===== src/rtl/lsu_pkg.sv =====
// Shared types and decode constants for the load/store sequencer.
package lsu_pkg;

  typedef enum logic [1:0] {
    IDLE = 2'd0,
    REQ  = 2'd1,
    DONE = 2'd2
  } lsu_state_e;

  // Store size codes (mem_write)
  localparam logic [1:0] MW_NONE = 2'b00;
  localparam logic [1:0] MW_SB   = 2'b01;
  localparam logic [1:0] MW_SH   = 2'b10;
  localparam logic [1:0] MW_SW   = 2'b11;

  // Load type codes (mem_read); 101-111 decode as lw
  localparam logic [2:0] MR_LW  = 3'b000;
  localparam logic [2:0] MR_LB  = 3'b001;
  localparam logic [2:0] MR_LH  = 3'b010;
  localparam logic [2:0] MR_LBU = 3'b011;
  localparam logic [2:0] MR_LHU = 3'b100;

  // A store, when present, decides the access size; otherwise the load type does.
  function automatic logic misaligned_access(logic [1:0] mw, logic [2:0] mr, logic [1:0] lo);
    logic half;
    logic word;
    if (mw != MW_NONE) begin
      half = (mw == MW_SH);
      word = (mw == MW_SW);
    end else begin
      half = (mr == MR_LH) || (mr == MR_LHU);
      word = !((mr == MR_LB) || (mr == MR_LBU) || half);
    end
    return (half && lo[0]) || (word && (lo != 2'b00));
  endfunction

endpackage


===== src/rtl/lsu_ctrl_if.sv =====
// Data-memory bus: single outstanding req/ack transaction, rdata valid with ack.
interface lsu_ctrl_if;

  logic        bus_req;
  logic        bus_we;
  logic [31:0] bus_addr;
  logic [3:0]  bus_be;
  logic [31:0] bus_wdata;
  logic        bus_ack;
  logic [31:0] bus_rdata;

  modport master (
    output bus_req, bus_we, bus_addr, bus_be, bus_wdata,
    input  bus_ack, bus_rdata
  );

  modport slave (
    input  bus_req, bus_we, bus_addr, bus_be, bus_wdata,
    output bus_ack, bus_rdata
  );

endinterface


===== src/rtl/lsu_lane_align.sv =====
// Byte-lane steering: store byte enables and replication, load extraction and extension.
module lsu_lane_align
  import lsu_pkg::*;
(
  input  logic [1:0]  st_lo,
  input  logic [1:0]  mem_write,
  input  logic [31:0] wdata,
  output logic [3:0]  be,
  output logic [31:0] st_data,
  input  logic [1:0]  ld_lo,
  input  logic [2:0]  mem_read,
  input  logic [31:0] rdata,
  output logic [31:0] load_data
);

  logic [7:0]  ld_byte;
  logic [15:0] ld_half;

  // Store side: loads read the whole word, so anything but sb/sh enables all lanes
  always_comb begin
    be      = 4'b1111;
    st_data = wdata;
    unique case (mem_write)
      MW_SB: begin
        be      = 4'b0001 << st_lo;
        st_data = {4{wdata[7:0]}};
      end
      MW_SH: begin
        be      = 4'b0011 << {st_lo[1], 1'b0};
        st_data = {2{wdata[15:0]}};
      end
      default: ;
    endcase
  end

  // Load side: pick the lane from the low address bits, then extend
  always_comb begin
    ld_byte = rdata[7:0];
    unique case (ld_lo)
      2'd0: ld_byte = rdata[7:0];
      2'd1: ld_byte = rdata[15:8];
      2'd2: ld_byte = rdata[23:16];
      2'd3: ld_byte = rdata[31:24];
      default: ;
    endcase
    ld_half = ld_lo[1] ? rdata[31:16] : rdata[15:0];
    case (mem_read)
      MR_LB:   load_data = {{24{ld_byte[7]}}, ld_byte};
      MR_LBU:  load_data = {24'h0, ld_byte};
      MR_LH:   load_data = {{16{ld_half[15]}}, ld_half};
      MR_LHU:  load_data = {16'h0, ld_half};
      default: load_data = rdata;
    endcase
  end

endmodule


===== src/rtl/lsu_ctrl.sv =====
// MEM-stage load/store sequencer: one req/ack bus transaction per access, stalls the
// pipeline until it completes or times out.
// Optional: LSU_MISALIGN_TRAP_EN traps misaligned half/word accesses without a bus cycle.
module lsu_ctrl
  import lsu_pkg::*;
#(
  parameter int unsigned TIMEOUT_CYCLES = 16,
  parameter int unsigned XLEN           = 32
) (
  input  logic            clk,
  input  logic            rst_n,
  input  logic            mem_valid,
  input  logic            is_load,
  input  logic [1:0]      mem_write,
  input  logic [2:0]      mem_read,
  input  logic [XLEN-1:0] addr,
  input  logic [XLEN-1:0] wdata,
  output logic            stall,
  output logic            done,
  output logic [XLEN-1:0] load_data,
  output logic            bus_err,
  output logic            misaligned,
  lsu_ctrl_if.master      bus
);

  localparam int unsigned CntW = (TIMEOUT_CYCLES < 2) ? 1 : $clog2(TIMEOUT_CYCLES + 1);
  localparam logic [CntW-1:0] CntLast = CntW'((TIMEOUT_CYCLES == 0) ? 0 : TIMEOUT_CYCLES - 1);

  lsu_state_e      state_q, state_d;
  logic [CntW-1:0] cnt_q, cnt_d;
  logic            err_q, err_d;
  logic            we_q;
  logic [XLEN-1:0] addr_q;
  logic [3:0]      be_q;
  logic [XLEN-1:0] wdata_q;
  logic [2:0]      rd_q;
  logic [1:0]      lo_q;
  logic [XLEN-1:0] load_q;

  logic            access;
  logic            misal;
  logic            timeout_hit;
  logic            capture;
  logic            ld_capture;
  logic            ld_clear;
  logic [3:0]      be_new;
  logic [31:0]     st_data;
  logic [31:0]     ld_ext;

  assign access = mem_valid && (is_load || (mem_write != MW_NONE));

`ifdef LSU_MISALIGN_TRAP_EN
  assign misal = misaligned_access(mem_write, mem_read, addr[1:0]);
`else
  // Low address bits are simply truncated to natural alignment by the lane logic
  assign misal = 1'b0;
`endif

  // Counter holds the number of REQ cycles already spent, so the last one is CntLast
  assign timeout_hit = (TIMEOUT_CYCLES != 0) && (cnt_q == CntLast);

  lsu_lane_align u_lane (
    .st_lo     (addr[1:0]),
    .mem_write (mem_write),
    .wdata     (wdata),
    .be        (be_new),
    .st_data   (st_data),
    .ld_lo     (lo_q),
    .mem_read  (rd_q),
    .rdata     (bus.bus_rdata),
    .load_data (ld_ext)
  );

  // Next-state and pipeline-facing outputs
  always_comb begin
    state_d    = state_q;
    cnt_d      = cnt_q;
    err_d      = err_q;
    stall      = 1'b0;
    done       = 1'b0;
    bus_err    = 1'b0;
    misaligned = 1'b0;
    capture    = 1'b0;
    ld_capture = 1'b0;
    ld_clear   = 1'b0;
    unique case (state_q)
      IDLE: begin
        if (access) begin
          if (misal) begin
            misaligned = 1'b1;
            done       = 1'b1;
          end else begin
            stall   = 1'b1;
            capture = 1'b1;
            cnt_d   = '0;
            err_d   = 1'b0;
            state_d = REQ;
          end
        end
      end
      REQ: begin
        stall = 1'b1;
        cnt_d = cnt_q + CntW'(1);
        if (bus.bus_ack) begin
          ld_capture = !we_q;
          state_d    = DONE;
        end else if (timeout_hit) begin
          ld_clear = 1'b1;
          err_d    = 1'b1;
          state_d  = DONE;
        end
      end
      DONE: begin
        done    = 1'b1;
        bus_err = err_q;
        state_d = IDLE;
      end
      default: state_d = IDLE;
    endcase
  end

  // State, counter and the latched transaction fields
  always_ff @(posedge clk or negedge rst_n) begin
    if (!rst_n) begin
      state_q <= IDLE;
      cnt_q   <= '0;
      err_q   <= 1'b0;
      we_q    <= 1'b0;
      addr_q  <= '0;
      be_q    <= '0;
      wdata_q <= '0;
      rd_q    <= MR_LW;
      lo_q    <= '0;
      load_q  <= '0;
    end else begin
      state_q <= state_d;
      cnt_q   <= cnt_d;
      err_q   <= err_d;
      if (capture) begin
        we_q    <= (mem_write != MW_NONE);
        addr_q  <= {addr[XLEN-1:2], 2'b00};
        be_q    <= be_new;
        wdata_q <= st_data;
        rd_q    <= mem_read;
        lo_q    <= addr[1:0];
      end
      if (ld_capture) begin
        load_q <= ld_ext;
      end else if (ld_clear) begin
        load_q <= '0;
      end
    end
  end

  // bus_req derives from state alone so an async reset drops it at once
  assign bus.bus_req   = (state_q == REQ);
  assign bus.bus_we    = we_q;
  assign bus.bus_addr  = addr_q;
  assign bus.bus_be    = be_q;
  assign bus.bus_wdata = wdata_q;
  assign load_data     = load_q;

endmodule


===== src/flat_wrapper.sv =====
// flat-port wrapper written by rule: the top's interface ports become plain ports
module lsu_ctrl_flat import lsu_pkg::*;
#(
  parameter int unsigned TIMEOUT_CYCLES = 16,
  parameter int unsigned XLEN           = 32
)
  (clk, rst_n, mem_valid, is_load, mem_write, mem_read, addr, wdata, stall, done, load_data, bus_err, misaligned, bus_bus_req, bus_bus_we, bus_bus_addr, bus_bus_be, bus_bus_wdata, bus_bus_ack, bus_bus_rdata);
  lsu_ctrl_if bus_i ();
  input  logic clk;
  input  logic rst_n;
  input  logic mem_valid;
  input  logic is_load;
  input  logic [1:0] mem_write;
  input  logic [2:0] mem_read;
  input  logic [XLEN-1:0] addr;
  input  logic [XLEN-1:0] wdata;
  output logic stall;
  output logic done;
  output logic [XLEN-1:0] load_data;
  output logic bus_err;
  output logic misaligned;
  output wire logic [$bits(bus_i.bus_req)-1:0] bus_bus_req;
  output wire logic [$bits(bus_i.bus_we)-1:0] bus_bus_we;
  output wire logic [$bits(bus_i.bus_addr)-1:0] bus_bus_addr;
  output wire logic [$bits(bus_i.bus_be)-1:0] bus_bus_be;
  output wire logic [$bits(bus_i.bus_wdata)-1:0] bus_bus_wdata;
  input wire logic [$bits(bus_i.bus_ack)-1:0] bus_bus_ack;
  input wire logic [$bits(bus_i.bus_rdata)-1:0] bus_bus_rdata;
  assign bus_bus_req = bus_i.bus_req;
  assign bus_bus_we = bus_i.bus_we;
  assign bus_bus_addr = bus_i.bus_addr;
  assign bus_bus_be = bus_i.bus_be;
  assign bus_bus_wdata = bus_i.bus_wdata;
  assign bus_i.bus_ack = bus_bus_ack;
  assign bus_i.bus_rdata = bus_bus_rdata;
  lsu_ctrl #(.TIMEOUT_CYCLES(TIMEOUT_CYCLES), .XLEN(XLEN)) u_core (.clk(clk), .rst_n(rst_n), .mem_valid(mem_valid), .is_load(is_load), .mem_write(mem_write), .mem_read(mem_read), .addr(addr), .wdata(wdata), .stall(stall), .done(done), .load_data(load_data), .bus_err(bus_err), .misaligned(misaligned), .bus(bus_i));
endmodule

===== config.mk =====
export PLATFORM = sky130hd
export DESIGN_NAME = lsu_ctrl_flat
export DESIGN_NICKNAME = d
export VERILOG_FILES = /design/src/rtl/lsu_pkg.sv /design/src/rtl/lsu_ctrl_if.sv /design/src/rtl/lsu_lane_align.sv /design/src/rtl/lsu_ctrl.sv /design/src/flat_wrapper.sv
export SDC_FILE = /design/constraint.sdc
export NUM_CORES = 1
export LEC_CHECK = 0
export CORE_MARGIN = 5
export CORE_UTILIZATION = 41
export CTS_CLUSTER_DIAMETER = 150
export DETAILED_ROUTE_END_ITERATION = 6
export PLACE_DENSITY = 0.81
export SLEW_MARGIN = 20
export SYNTH_ARGS = -nofsm -noshare
export SYNTH_HDL_FRONTEND = slang
export SYNTH_SLANG_ARGS = --single-unit

===== constraint.sdc =====
create_clock -name clk -period 4.1 [get_ports clk]
set_input_delay 0.82 -clock clk [delete_from_list [all_inputs] [get_ports clk]]
set_output_delay 0.82 -clock clk [all_outputs]
set_load 0.05 [all_outputs]

Word-level counts from Yosys, hierarchy flattened
Cells that the tools add are included.

storage, ports and cells
  register bits after elaboration = 112
  output and inout port bits = 106
  word-level logic and storage cells = 67

operators by class
  $add $sub $neg = 1
  eq/ne operators = 16
  shifts and indexed selects = 2
  multiplexer cells = 27
  reduce and logical (&&, ||, !) cells = 11

operators with widths
  kind                                                   count
  case mux 32 bit (4 select lines)                       1
  2-to-1 mux 32 bit                                      2
  case mux 32 bit (2 select lines)                       1
  case mux 8 bit (4 select lines)                        1
  2-to-1 mux 16 bit                                      1
  2-to-1 mux 1 bit                                       12
  case mux 5 bit (2 select lines)                        1
  equality test 2 bit, second input constant             4
  case mux 4 bit (2 select lines)                        1
  equality test 2 x 1 -> 1 bit, second input constant    3
  equality test 3 x 2 -> 1 bit, second input constant    2
  2-to-1 mux 2 bit                                       3
  nonzero test 2 bit                                     3
  adder 5 x 1 -> 5 bit, second input constant            1
  equality test 5 x 4 -> 1 bit, second input constant    1
  2-to-1 mux 5 bit                                       1
  logical NOT 2 bit                                      2
  inequality test 2 x 1 -> 1 bit, second input constant  2
  case mux 1 bit (2 select lines)                        2
  case mux 2 bit (2 select lines)                        1
  AND reduction 2 bit                                    2
  AND reduction 4 bit                                    1
  << shifter 1 x 2 -> 4 bit, first input constant        1
  << shifter 2 x 2 -> 4 bit, first input constant        1
  7 further kinds                                        7

Longest topological paths before layout
Gate-level depths: netlist of the first run.

  depth after elaboration = 6
  gate-level depth with buffers = 9
  gate-level depth less buffers = 7

By module
Synthesis of the first run repeated with hierarchy kept, for this count alone.

second synthesis, totals
  cell total of the unflattened synthesis = 482
  area, all modules = 5745.5 um^2

modules (own cells, without submodules)
  module          times used  cells each  area each (um^2)  sequential area each (um^2)
  lsu_ctrl        1           276         4254.1            2802.7
  lsu_lane_align  1           206         1491.4            0.0

Least setup slack after synthesis of the first run
OpenSTA, ideal clock, no wires.

  path type = input to output
  start point = in mem_write[0]
  end point = out stall
  arrival = 1.956 ns
  data required time = 3.280 ns
  slack = 1.324 ns
  stages = 5
  buffers on the path = 0
  path through = inv_1 ha_1 nand2b_1 a21oi_1 nor2_1

between the ends
  word-level cells in the longest chain between the ends = 5

RTL lines
  what                             line                source
  from (decl)                      flat_wrapper.sv:13  input logic [1:0] mem_write;
  nonzero test 2 bit               lsu_ctrl.sv:50      assign access = mem_valid && (is_load || (mem_write != MW_NONE));
  logical OR 1 bit                 lsu_ctrl.sv:50
  logical AND 1 bit                lsu_ctrl.sv:50
  2-to-1 mux 1 bit                 lsu_ctrl.sv:88      if (access) begin
  case mux 1 bit (2 select lines)  lsu_ctrl.sv:86      unique case (state_q)
  to (decl)                        flat_wrapper.sv:17  output logic stall;

No other way between the ends.

Worst setup path in the final report of the first run
Ends and elaborated chain as after synthesis.

==> results.toml, run 1 <==
[drt]
drt_iter0_drc = 433
num_vias = 5216
drtAntennaViolNets = 0
dr.pass1.iters = 4
drc_errors = 0
wl_per_cell_um = 17.3
routed_wl_um = 17300
via_per_inst = 5.21

[min_path]
holdPathEnd = "u_core.bus.bus_wdata[11]"
min_from = "u_core.bus.bus_wdata[11]"
whs_path_depth = 2
hold_class = "flop to flop"

[critical_path]
required_ns = 3.28
r2r_slack_ns = 1.79
critPathCaptureType = "output pin"
crit_type = "input port to output pin"
cpMostUsedCell = "clkdlybuf4s50_1"
worstRegToRegCells = 4
crit_chain = "clkdlybuf4s50_1, inv_1, ha_1, nand2b_1, a21oi_1, nor2_1, clkdlybuf4s50_1"
timing.rr.start = "u_core.rd_q[1]"
worst_path_max_delay_cell = "clkdlybuf4s50_1"
crit_path_start_kind = "input port"
cp.arrival_ns = 2.83
worst-path-max-fanout = 4
worstReg2RegEnd = "u_core.load_data[21]"
slowest_delay_ns = 0.84

[timing]
min_period_ns = 3.65
final.setup.tns_ns = 0
finalSetupViolCount = 0
slew_viol_final = 0
rsz0062_at_grt = "no"
hold_viol = 0
maxSlewHeadroom_pct = 35.8
worst_pin_slew_ns = 0.963
skew_ns = 0.0106
max_freq_ghz = 0.274
finalCritPeriodShare_pct = 89.0

[pwr]
seq_power_share_pct = 29.3
p_int_mw = 3.25
power.net_switching_mw = 3.23
swShare_pct = 49.9
peakVddDrop_mv = 0.547
p_per_area_nw_per_um2 = 808
pwr-share-comb_pct = 57.5
p_leak_nw = 3.54
clockPowerShare_pct = 13.2

[logic_synthesis]
synth-edff-count = 0
yosys_register_bits = 112
synth_warnings = 0
synth.distinct_cells = 50
synth.top_cells.by_area = "dfrtp_1, nand2_1, nor2_1"
synth_ff_type = "dfrtp_1"
synth.largest_area_cell = "dfrtp_1"
syn_area_um2 = 5570
ys_seq_area_share_pct = 50.3
synth_area_per_cell_um2 = 8.76
synth_top_area_share_pct = 50.3
syn_inst = 636
async_flop_share_pct = 100

[cts]
holdBufCountCts = 0
cts-root-buf = "clkbuf_16"
htreeDepth = 3
cts_tree = "done"
postCtsSetupBuffers = 0
cts_num_sinks = 112
post_cts_resized = 0
cts_max_path_buffers = 2
clk_pin_slew_ns = 0.07
clk_latency_ns = 0.36
numCtsBuffers = 9

[global_route]
grt_pass1_vias = 5125
antenna_found_initial = 0
grt_max_degree = 81
grt_use_total_pct = 21.5
grt_pass1_wl_um = 27600
grt.overflow.total = 0

[floorplan]
die_x_um = 127
dieArea_um2 = 16000
die_y_um = 127
start_util_pct = 41.9
core-area_um2 = 13300
num_rows = 42
num_io_pins = 212

[final_layout]
nNetsFinal = 932
syn_to_final_growth_pct = 44.0
mostFrequentLayoutCells = "clkdlybuf4s50_1, nand2_1, dfrtp_1"
diodes = 0
final_common_cell = "clkdlybuf4s50_1"
final_cell_area_um2 = 8030
drive_above_1_share_pct = 4.72

[placed_design]
portBuffers = 208
dp_hpwl_um = 12400
gp_congestion = 0.935
placed_cell_area_um2 = 7740

[status]
status = "finished, final reports clean"

[run]
cap_violations = 0
-- Yosys cell counts, types with 3 or more instances --
cell,instances
nor4bb_1,6
o221ai_1,8
o21ai_0,24
inv_1,9
a22o_1,11
buf_2,20
a31oi_1,3
buf_4,6
nor2_1,59
o2111ai_1,6
clkbuf_1,17
nand2b_1,11
o211ai_1,7
a211o_1,6
o21ai_1,34
nor2b_1,5
ha_1,5
nand3_1,20
nand2_1,175
a221o_1,4
and2_1,9
buf_6,3
a221oi_1,8
o22ai_1,3
dfrtp_1,112
mux2i_1,11
a21oi_1,27
-- cell families (layout without fill, tap and decap cells) --
logic type	after synthesis	in the layout	share of synthesized area (%)
other	1	3	0.0673
DFF	112	112	50.3
adders and majority gates	5	5	1.12
buffers and inverters	57	245	5.12
xor gates and xnor gates	2	2	0.449
muxes	11	11	1.98
and+or+nand+nor	295	295	23.0
AOI/OAI and AO/OA	153	153	18.0
-- stage by stage --
stage / total power [mW] / setup WS [ns] / std cells / hold slack, ns / utilization, %
after detailed placement: 5.65 / 0.452 / 986 / 0.457 / 58.2
final: 6.48 / 0.452 / 1002 / 0.469 / 60.4
after global placement: 5.62 / 0.495 / 986 / 0.452 / 58.2
after CTS: 6.54 / 0.447 / 1002 / 0.474 / 60.3
after global routing: 6.85 / 0.303 / 1002 / 0.502 / 60.4
after floorplan: 4.37 / 1.32 / 638 / 0.454 / -
-- power by group through the flow --
stage / Sequential, mW / Combinational (mW) / Clock [mW]
2_1_floorplan: 3.25 / 1.12 / 0
3_3_place_gp: 1.90 / 3.72 / 0
3_5_place_dp: 1.90 / 3.75 / 0
4_1_cts: 1.90 / 3.76 / 0.882
5_1_grt: 1.97 / 3.96 / 0.922
6_report: 1.90 / 3.73 / 0.858
-- routing by layer --
| layer | up-vias | wire (um) | GRT usage [%] |
|---|---|---|---|
| met4 | 0 | 269 | 7.38 |
| met3 | 17 | 1970 | 9.84 |
| li1 | 2541 | - | - |
| met1 | 2462 | 7050 | 26.9 |
| met2 | 196 | 8040 | 33.1 |
| met5 | - | 0 | 0 |
-- registers in the layout, summed over array words and instances, names as in the netlist --
name	cells
u_core.bus.bus_wdata	32
u_core.load_data	32
u_core.bus.bus_addr	30
u_core.cnt_q	5
u_core.bus.bus_be	4
u_core.rd_q	3
u_core.lo_q	2
u_core.state_q	2
u_core.bus.bus_we	1
u_core.err_q	1
-- area by class of cell --
type / count / area, um^2
inverters: 10 / 37.5
clock inverters: 4 / 27.5
clock buffers: 12 / 256
repair buffers: 219 / 2180
multi-input cells: 469 / 2500
well taps: 176 / 220
flip-flops and latches: 112 / 2800
fillers: 1168 / 5270
-- worst max-delay path by stage --
stage | start | to | slack, ns
detailed placement | mem_write[0] | stall | 0.45
global placement | mem_write[0] | stall | 0.49
floorplan | mem_write[0] | stall | 1.32
finish | mem_write[0] | stall | 0.45
CTS | mem_write[0] | stall | 0.45
global route | mem_write[0] | stall | 0.30
-- worst max-delay path: cells and delay by family --
kind / cells / cell delay, ns
buffers and inverters: 3 / 1.39
and+or+nand+nor: 2 / 0.31
adders and majority gates: 1 / 0.20
AOI/OAI and AO/OA: 1 / 0.12
(Power assumes the default switching activity.)
==> inputs of run 2 (changes only) <==
Settings changed: SLEW_MARGIN 20 to default, TNS_END_PERCENT from default to 10.
==> results.toml, run 2 (synthesis gave the netlist of run 1 again) <==
[critical_path]
worst-path-max-fanout = 4
timing.rr.start = "u_core.rd_q[1]"
crit_family = "buffers and inverters"
slowest_delay_ns = 0.84
crit_chain = "clkdlybuf4s50_1, inv_1, ha_1, nand2b_1, a21oi_1, nor2_1, clkdlybuf4s50_1"
worstRegToRegCells = 4
crit_type = "input port to output pin"
cp.arrival_ns = 2.83
worst_path_max_delay_cell = "clkdlybuf4s50_1"
r2r_slack_ns = 1.79
cpMostUsedCell = "clkdlybuf4s50_1"
worstReg2RegEnd = "u_core.load_data[21]"
crit_path_start_kind = "input port"
critPathCaptureType = "output pin"
required_ns = 3.28
crit_buf_inv = 3

[floorplan]
core-area_um2 = 13300
num_rows = 42
dieArea_um2 = 16000
num_io_pins = 212
die_x_um = 127
start_util_pct = 41.9
die_y_um = 127

[drt]
dr.pass1.iters = 4
num_vias = 5212
routed_wl_um = 17300
drtAntennaViolNets = 0
wl_per_cell_um = 17.3
drc_errors = 0
via_per_inst = 5.20
drt_iter0_drc = 453

[cts]
cts-root-buf = "clkbuf_16"
holdBufCountCts = 0
clk_pin_slew_ns = 0.07
postCtsSetupBuffers = 0
post_cts_resized = 0
htreeDepth = 3
cts_num_sinks = 112
clk_latency_ns = 0.36
cts_max_path_buffers = 2
cts_tree = "done"
numCtsBuffers = 9

[global_route]
grt_use_total_pct = 21.5
grt_pass1_vias = 5125
antenna_found_initial = 0
grt.overflow.total = 0
grt_pass1_wl_um = 27600
grt_max_degree = 81

[final_layout]
multiInputGateArea_um2 = 2500
mostFrequentLayoutCells = "clkdlybuf4s50_1, nand2_1, dfrtp_1"
fill_cells = 1169
diodes = 0
syn_to_final_growth_pct = 43.9
nNetsFinal = 932
seq_area_um2 = 2800
final_common_cell = "clkdlybuf4s50_1"
drive_above_1_share_pct = 4.60

[status]
status = "finished, final reports clean"

[run]
cap_violations = 0

[timing]
holdWs_ns = 0.469
finalSetupViolCount = 0
slew_viol_final = 0
final.setup.tns_ns = 0
max_freq_ghz = 0.274
finalCritPeriodShare_pct = 89.0
min_period_ns = 3.65
skew_ns = 0.0106
rsz0062_at_grt = "no"
maxSlewHeadroom_pct = 22.9
worst_pin_slew_ns = 1.16
hold_viol = 0

[min_path]
holdPathEnd = "u_core.bus.bus_wdata[11]"
min_from = "u_core.bus.bus_wdata[11]"
whs_path_depth = 2
hold_class = "flop to flop"

[pwr]
p_leak_nw = 3.54
p_per_area_nw_per_um2 = 808
peakVddDrop_mv = 0.547

[placed_design]
dp_hpwl_um = 12400
gp_congestion = 0.935
portBuffers = 208
## run 2: changes by cell type in the layout (fill, tap and decap cells not counted)
| cell | change |
|---|---|
| dfrtp_2 | -1 |
| dfrtp_1 | +1 |
| buf_6 | -1 |
| buf_4 | +1 |
## run 2: final cells by class
type | count | area share [%]
tap | 176 | 2.75
sequential | 112 | 34.9
multi-input combinational | 469 | 31.2
timing repair buffer | 219 | 27.1
clock buffer | 12 | 3.20
inverter | 10 | 0.468
clock inverter | 4 | 0.343
## run 2: per-layer routing
metal,track usage [%],vias to the layer above,share of wire (%)
met5,0,-,0
met4,7.38,0,1.7
met3,9.84,19,12
met2,33.1,204,46
met1,26.9,2449,41
li1,-,2540,-
## run 2: power by group
group	leakage (nW)	switching [mW]	internal, mW
sequential	1.38	0.348	1.55
clock	0.143	0.411	0.448
combinational	2.02	2.47	1.26
## run 2: metrics by stage
step / setup slack, ns / utilization, % / instance area (um^2) / cells / power [mW]
finish: 0.449 / 60.3 / 8020 / 1002 / 6.48
CTS: 0.447 / 60.3 / 8020 / 1002 / 6.54
detailed placement: 0.452 / 58.2 / 7740 / 986 / 5.65
global placement: 0.495 / 58.2 / 7740 / 986 / 5.62
global route: 0.303 / 60.3 / 8020 / 1002 / 6.85
floorplan: 1.32 / - / 5580 / 638 / 4.37
## run 2: worst register-to-register path, cell delays in order, from the launching register on
cell and delay, ns:
dfrtp_1 0.99, nor2_2 0.19, xnor2_2 0.69, nor2_1 0.19, o21ai_1 0.16
## run 2: how the worst max path moves through the flow
stage / start / slack (ns) / cells after the start / to
6_report: mem_write[0] / 0.45 / 7 / stall
5_1_grt: mem_write[0] / 0.30 / 7 / stall
4_1_cts: mem_write[0] / 0.45 / 7 / stall
3_5_place_dp: mem_write[0] / 0.45 / 7 / stall
3_3_place_gp: mem_write[0] / 0.49 / 7 / stall
2_1_floorplan: mem_write[0] / 1.32 / 5 / stall
